[src/rtl/debounce_pkg.sv]
// Shared definitions for the button debouncer: state encodings, default
// parameter values and the counter-width helper.
package debounce_pkg;

    typedef enum logic [1:0] {
        ST_STABLE_LO = 2'd0,
        ST_WAIT_HI   = 2'd1,
        ST_STABLE_HI = 2'd2,
        ST_WAIT_LO   = 2'd3
    } state_t;

    localparam int unsigned DEF_SYNC_STAGES     = 2;
    localparam int unsigned DEF_DEBOUNCE_CYCLES = 50000;

    // Counter width: $clog2(cycles), never below one bit.
    function automatic int unsigned cnt_width(input int unsigned cycles);
        return (cycles < 2) ? 1 : int'($clog2(cycles));
    endfunction

endpackage

[src/rtl/button_debounce_if.sv]
// Bundle for the debouncer: raw input in, clean level and busy flag out.
//   I      : raw asynchronous input (master drives)
//   db_out : debounced level (slave drives)
//   busy   : candidate transition being qualified (slave drives)
interface button_debounce_if;
    logic I;
    logic db_out;
    logic busy;

    modport master (output I, input db_out, input busy);
    modport slave  (input I, output db_out, output busy);
endinterface

[src/rtl/bit_sync.sv]
// Multi-flop synchroniser for a single asynchronous bit.
//   clk   : destination clock
//   reset : asynchronous active-high reset, clears the chain
//   d     : asynchronous input
//   q     : synchronised output (last stage)
module bit_sync #(
    parameter int unsigned SYNC_STAGES = 2
) (
    input  logic clk,
    input  logic reset,
    input  logic d,
    output logic q
);

    logic [SYNC_STAGES-1:0] chain;

    // Shift the raw input through the flop chain.
    always_ff @(posedge clk or posedge reset) begin
        if (reset) begin
            chain <= '0;
        end else begin
            chain <= {chain[SYNC_STAGES-2:0], d};
        end
    end

    assign q = chain[SYNC_STAGES-1];

endmodule

[src/rtl/button_debounce.sv]
// Synchronises and debounces one bouncing asynchronous input into a clean level.
//   clk          : single clock, rising edge
//   reset        : asynchronous active-high reset
//   bus.I        : raw asynchronous input
//   bus.db_out   : debounced level, registered
//   bus.busy     : high while a candidate change is being qualified
module button_debounce
    import debounce_pkg::*;
#(
    parameter int unsigned SYNC_STAGES     = DEF_SYNC_STAGES,
    parameter int unsigned DEBOUNCE_CYCLES = DEF_DEBOUNCE_CYCLES
) (
    input  logic               clk,
    input  logic               reset,
    button_debounce_if.slave   bus
);

    localparam int unsigned     CNT_W    = cnt_width(DEBOUNCE_CYCLES);
    localparam logic [CNT_W-1:0] CNT_LAST = CNT_W'(DEBOUNCE_CYCLES - 1);

    state_t           state;
    logic [CNT_W-1:0] cnt;
    logic             s;
    logic             db_q;

    bit_sync #(.SYNC_STAGES(SYNC_STAGES)) u_sync (
        .clk   (clk),
        .reset (reset),
        .d     (bus.I),
        .q     (s)
    );

    // Qualification FSM: a change is accepted after the entry cycle plus
    // DEBOUNCE_CYCLES consecutive cycles at the new level; any reversion
    // throws the candidate away with no partial credit.
    always_ff @(posedge clk or posedge reset) begin
        if (reset) begin
            state <= ST_STABLE_LO;
            cnt   <= '0;
            db_q  <= 1'b0;
        end else begin
            case (state)
                ST_STABLE_LO: begin
                    if (s) begin
                        state <= ST_WAIT_HI;
                        cnt   <= '0;
                    end
                end
                ST_WAIT_HI: begin
                    if (!s) begin
                        state <= ST_STABLE_LO;
                        cnt   <= '0;
                    end else if (cnt == CNT_LAST) begin
                        state <= ST_STABLE_HI;
                        db_q  <= 1'b1;
                        cnt   <= '0;
                    end else begin
                        cnt <= cnt + CNT_W'(1);
                    end
                end
                ST_STABLE_HI: begin
                    if (!s) begin
                        state <= ST_WAIT_LO;
                        cnt   <= '0;
                    end
                end
                ST_WAIT_LO: begin
                    if (s) begin
                        state <= ST_STABLE_HI;
                        cnt   <= '0;
                    end else if (cnt == CNT_LAST) begin
                        state <= ST_STABLE_LO;
                        db_q  <= 1'b0;
                        cnt   <= '0;
                    end else begin
                        cnt <= cnt + CNT_W'(1);
                    end
                end
                default: begin
                    state <= ST_STABLE_LO;
                    cnt   <= '0;
                    db_q  <= 1'b0;
                end
            endcase
        end
    end

    assign bus.db_out = db_q;
    assign bus.busy   = (state == ST_WAIT_HI) || (state == ST_WAIT_LO);

endmodule

[src/flat_wrapper.sv]
// flat-port wrapper written by rule: the top's interface ports become plain ports
module button_debounce_flat import debounce_pkg::*;
#(
    parameter int unsigned SYNC_STAGES     = DEF_SYNC_STAGES,
    parameter int unsigned DEBOUNCE_CYCLES = DEF_DEBOUNCE_CYCLES
)
  (clk, reset, bus_I, bus_db_out, bus_busy);
  button_debounce_if bus_i ();
  input  logic clk;
  input  logic reset;
  input wire logic [$bits(bus_i.I)-1:0] bus_I;
  output wire logic [$bits(bus_i.db_out)-1:0] bus_db_out;
  output wire logic [$bits(bus_i.busy)-1:0] bus_busy;
  assign bus_i.I = bus_I;
  assign bus_db_out = bus_i.db_out;
  assign bus_busy = bus_i.busy;
  button_debounce #(.SYNC_STAGES(SYNC_STAGES), .DEBOUNCE_CYCLES(DEBOUNCE_CYCLES)) u_core (.clk(clk), .reset(reset), .bus(bus_i));
endmodule
[config.mk]
export PLATFORM = sky130hd
export DESIGN_NAME = button_debounce_flat
export DESIGN_NICKNAME = d
export VERILOG_FILES = /design/src/rtl/debounce_pkg.sv /design/src/rtl/button_debounce_if.sv /design/src/rtl/bit_sync.sv /design/src/rtl/button_debounce.sv /design/src/flat_wrapper.sv
export SDC_FILE = /design/constraint.sdc
export NUM_CORES = 1
export LEC_CHECK = 0
export BUFFER_PORTS_ARGS = -buffer_cell sky130_fd_sc_hd__buf_2
export CAP_MARGIN = 25
export CORE_MARGIN = 1.5
export CORE_UTILIZATION = 35
export CTS_CLUSTER_DIAMETER = 30
export DETAILED_ROUTE_END_ITERATION = 10
export PLACE_DENSITY = 0.54
export REMOVE_ABC_BUFFERS = 1
export SETUP_SLACK_MARGIN = 0.02
export SLEW_MARGIN = 20
export SYNTH_ARGS = -nofsm -noshare
export SYNTH_HDL_FRONTEND = slang
export SYNTH_SLANG_ARGS = --single-unit
[constraint.sdc]
create_clock -name clk -period 5.2 [get_ports clk]
set_input_delay 1.04 -clock clk [delete_from_list [all_inputs] [get_ports clk]]
set_output_delay 1.04 -clock clk [all_outputs]
set_load 0.03 [all_outputs]
==> flow_metrics.py <==
metrics = {
    "outcome": {
        "status": "finished clean",
    },
    "final_layout": {
        "n_antenna_cell": 0,
        "area_delta_synth_final_pct": 4.24,
        "final_common_cell": "dfrtp_1",
        "drive_above_1_share_pct": 11.2,
        "n_fill_cell": 314,
        "fin_util_pct": 39.4,
        "nets": 130,
        "final_cell_mix": "dfrtp_1 (21), a31oi_1 (11), nand2_1 (10)",
    },
    "pwr": {
        "seq_power_share_pct": 45.2,
        "p_clk_share_pct": 18.3,
        "vdd_drop_max_v": 0.000213,
        "p_leak_nw": 0.480,
        "p_sw_share_pct": 42.2,
        "p_int_mw": 0.258,
        "p_sw_mw": 0.189,
        "power_density_mw_per_mm2": 363,
        "comb_power_share_pct": 36.5,
    },
    "cts": {
        "ctsHoldBuffers": 0,
        "cts_root_buffer": "clkbuf_4",
        "path_clk_slew_ps": 110,
        "cts_buffer_depth": 2,
        "cts_tree": "yes",
        "cts_sinks": 21,
        "clock_latency_ps": 310,
        "h-tree-depth": 1,
        "ctsResizeCount": 0,
        "cts_made_buffers": 3,
        "post_cts_buffers": 0,
    },
    "timing": {
        "finalCritPeriodShare_pct": 41.7,
        "rsz0062_at_grt": "no",
        "tightest_slew_ps": 864,
        "finalHoldViolCount": 0,
        "finalCriticalPeriod_ps": 2170,
        "slew-limit-headroom_pct": 42.2,
        "fin_setup_tns_ps": 0,
        "worst_clock_skew_ps": 6.17,
        "setup_viol": 0,
        "final-max-slew-violation-count": 0,
        "fmax_mhz": 461,
    },
    "setup_path": {
        "slowest_stage": "dfrtp_1",
        "cp-end-kind": "register",
        "required_ps": 5400,
        "cp-start-kind": "register",
        "arrival_ps": 2380,
        "path_class": "reg2reg",
        "crit_fanout": 19,
        "max_stage_delay_ps": 450,
        "crit_path_cell_trace": "ha_1 > and3_2 > nand4_2 > a21oi_2 > mux2_1",
    },
    "logic_synthesis": {
        "ys_warn_count": 0,
        "synth-xor-area-share_pct": 2.22,
        "synthSimpleGateAreaFrac_pct": 25.7,
        "ys_seq_area_share_pct": 44.5,
        "synth-edff-count": 0,
        "muxShareOfSynthArea_pct": 1.80,
        "yosys_most_used_dff": "dfrtp_1",
        "synth_area_sq_mm": 0.00118,
        "ys_seq_elements": 21,
        "synth-adder-area-share_pct": 1.06,
        "synth_top_family_by_area": "simple AND/OR/NAND/NOR gates",
        "synth_cell_types": 41,
        "synth_cells": 123,
        "avgSynthCellArea_sq_um": 9.60,
        "synth_compound_area_share_pct": 18.1,
        "async_flop_share_pct": 100,
    },
    "job": {
        "drv_cap": 0,
    },
    "drt": {
        "vias": 1000,
        "vias_per_cell": 5.92,
        "wl_per_cell_microns": 15.7,
        "route.antenna.remaining_nets": 0,
        "drt_iter0_markers": 51,
        "drc": 0,
        "first_pass_iters": 4,
        "routed_wl_microns": 2660,
    },
    "floorplanning": {
        "initial_utilization_pct": 37.8,
        "die_h_microns": 61.1,
        "dieWidth_microns": 61.1,
        "core_area_sq_mm": 0.00313,
        "ios": 5,
        "die_area_sq_mm": 0.00373,
        "rows": 20,
    },
    "global_route": {
        "antenna_found_initial": 0,
        "grt_use_total_pct": 16.6,
        "grt_max_degree": 22,
        "grt_overflow": 0,
        "grt_pass1_wl_microns": 4490,
        "grt_pass1_vias": 924,
    },
    "min_path": {
        "hp-class": "reg2reg",
    },
    "place": {
        "routabilityCongestion": 0.818,
        "post-dp-hpwl_microns": 1840,
        "port_buffers": 4,
    },
}
-- through the flow --
step | area, sq um | instances | total power, mW | setup WS (ps) | hold slack [ps]
2_1_floorplan | 1130 | 117 | 0.324 | 3340 | 331
3_3_place_gp | 1200 | 165 | 0.366 | 3140 | 344
3_5_place_dp | 1200 | 165 | 0.369 | 3080 | 353
4_1_cts | 1230 | 169 | 0.450 | 3060 | 381
5_1_grt | 1230 | 169 | 0.484 | 2900 | 388
6_report | 1230 | 169 | 0.447 | 3030 | 373
-- synth_stat cells (2+ instances only) --
master	number	area [sq um]
a31oi_1	11	68.8
and3_1	2	12.5
buf_6	2	22.5
clkbuf_1	2	7.51
dfrtp_1	21	526
inv_1	7	26.3
nand2_1	10	37.5
nand2b_1	2	12.5
nand3_1	6	30.0
nand3b_1	3	22.5
nand4_1	8	50.1
nor2_1	2	7.51
nor3_1	4	20.0
nor4_1	2	12.5
nor4b_1	2	17.5
o211ai_1	2	15.0
o21ai_0	6	30.0
o22ai_1	4	25.0
o31ai_1	3	22.5
or3_1	2	12.5
xor2_1	2	17.5
-- area by class of cell --
type | count | area [sq um] | share of cell area (%)
clock buffers | 4 | 26.3 | 2.13
well taps | 44 | 55.1 | 4.47
flip-flops and latches | 21 | 526 | 42.7
repair buffers | 4 | 20.0 | 1.63
inverters | 7 | 26.3 | 2.13
multi-input cells | 89 | 578 | 47.0
-- power groups by stage --
stage | Combinational [mW] | Clock [mW] | Sequential, mW
detailed placement | 0.164 | 0 | 0.205
global route | 0.187 | 0.0911 | 0.206
global placement | 0.163 | 0 | 0.203
finish | 0.164 | 0.0818 | 0.202
floorplan | 0.116 | 0 | 0.208
CTS | 0.164 | 0.0846 | 0.201
-- flip-flops by register name, summed over array words and instances, names as in the netlist, named ones only --
register,flops
u_core.state,1
u_core.cnt,16
u_core.bus.db_out,1
u_core.u_sync.chain,2
-- per-layer routing --
layer  part of all wire, %  GRT usage (%)  up-vias
li1                      -              -      477
met1                    50           24.6      484
met2                    43           22.8       33
met3                   5.5           4.41        6
met4                   2.1           6.52        0
met5                     0              0        -
-- path summary, 6_finish.rpt --
kind                                                   from                          endpoint  slack (ps)  depth (start not counted)
setup / recovery                  u_core.cnt[0]$_DFFE_PP0P_                          register        3030                          5
hold / removal             u_core.u_sync.chain[0]$_DFF_PP0_  u_core.u_sync.chain[1]$_DFF_PP0_         370                          0
setup reg to reg                  u_core.cnt[0]$_DFFE_PP0P_                          register        3030                          5
hold reg to reg            u_core.u_sync.chain[0]$_DFF_PP0_  u_core.u_sync.chain[1]$_DFF_PP0_         370                          0
max in group asynchronous                             reset         u_core.cnt[8]$_DFFE_PP0P_        3840                          2
min in group asynchronous                             reset        u_core.cnt[13]$_DFFE_PP0P_         860                          2
-- worst max-delay path, delay by kind of cell (launching register included) --
family	cells	cell delay, ps
AOI/OAI and AO/OA	1	330
adders and majority gates	1	290
DFF	1	450
muxes	1	330
and+or+nand+nor	2	660
-- logic make-up after synthesis --
kind of cell | Yosys count
buffers and inverters | 13
adder cells (fa/ha/maj) | 1
multiplexers | 2
AO/OA/AOI/OAI | 32
XOR/XNOR | 3
flip-flops | 21
AND/OR/NAND/NOR | 51
No activity file was read; power rests on OpenSTA's default activity.
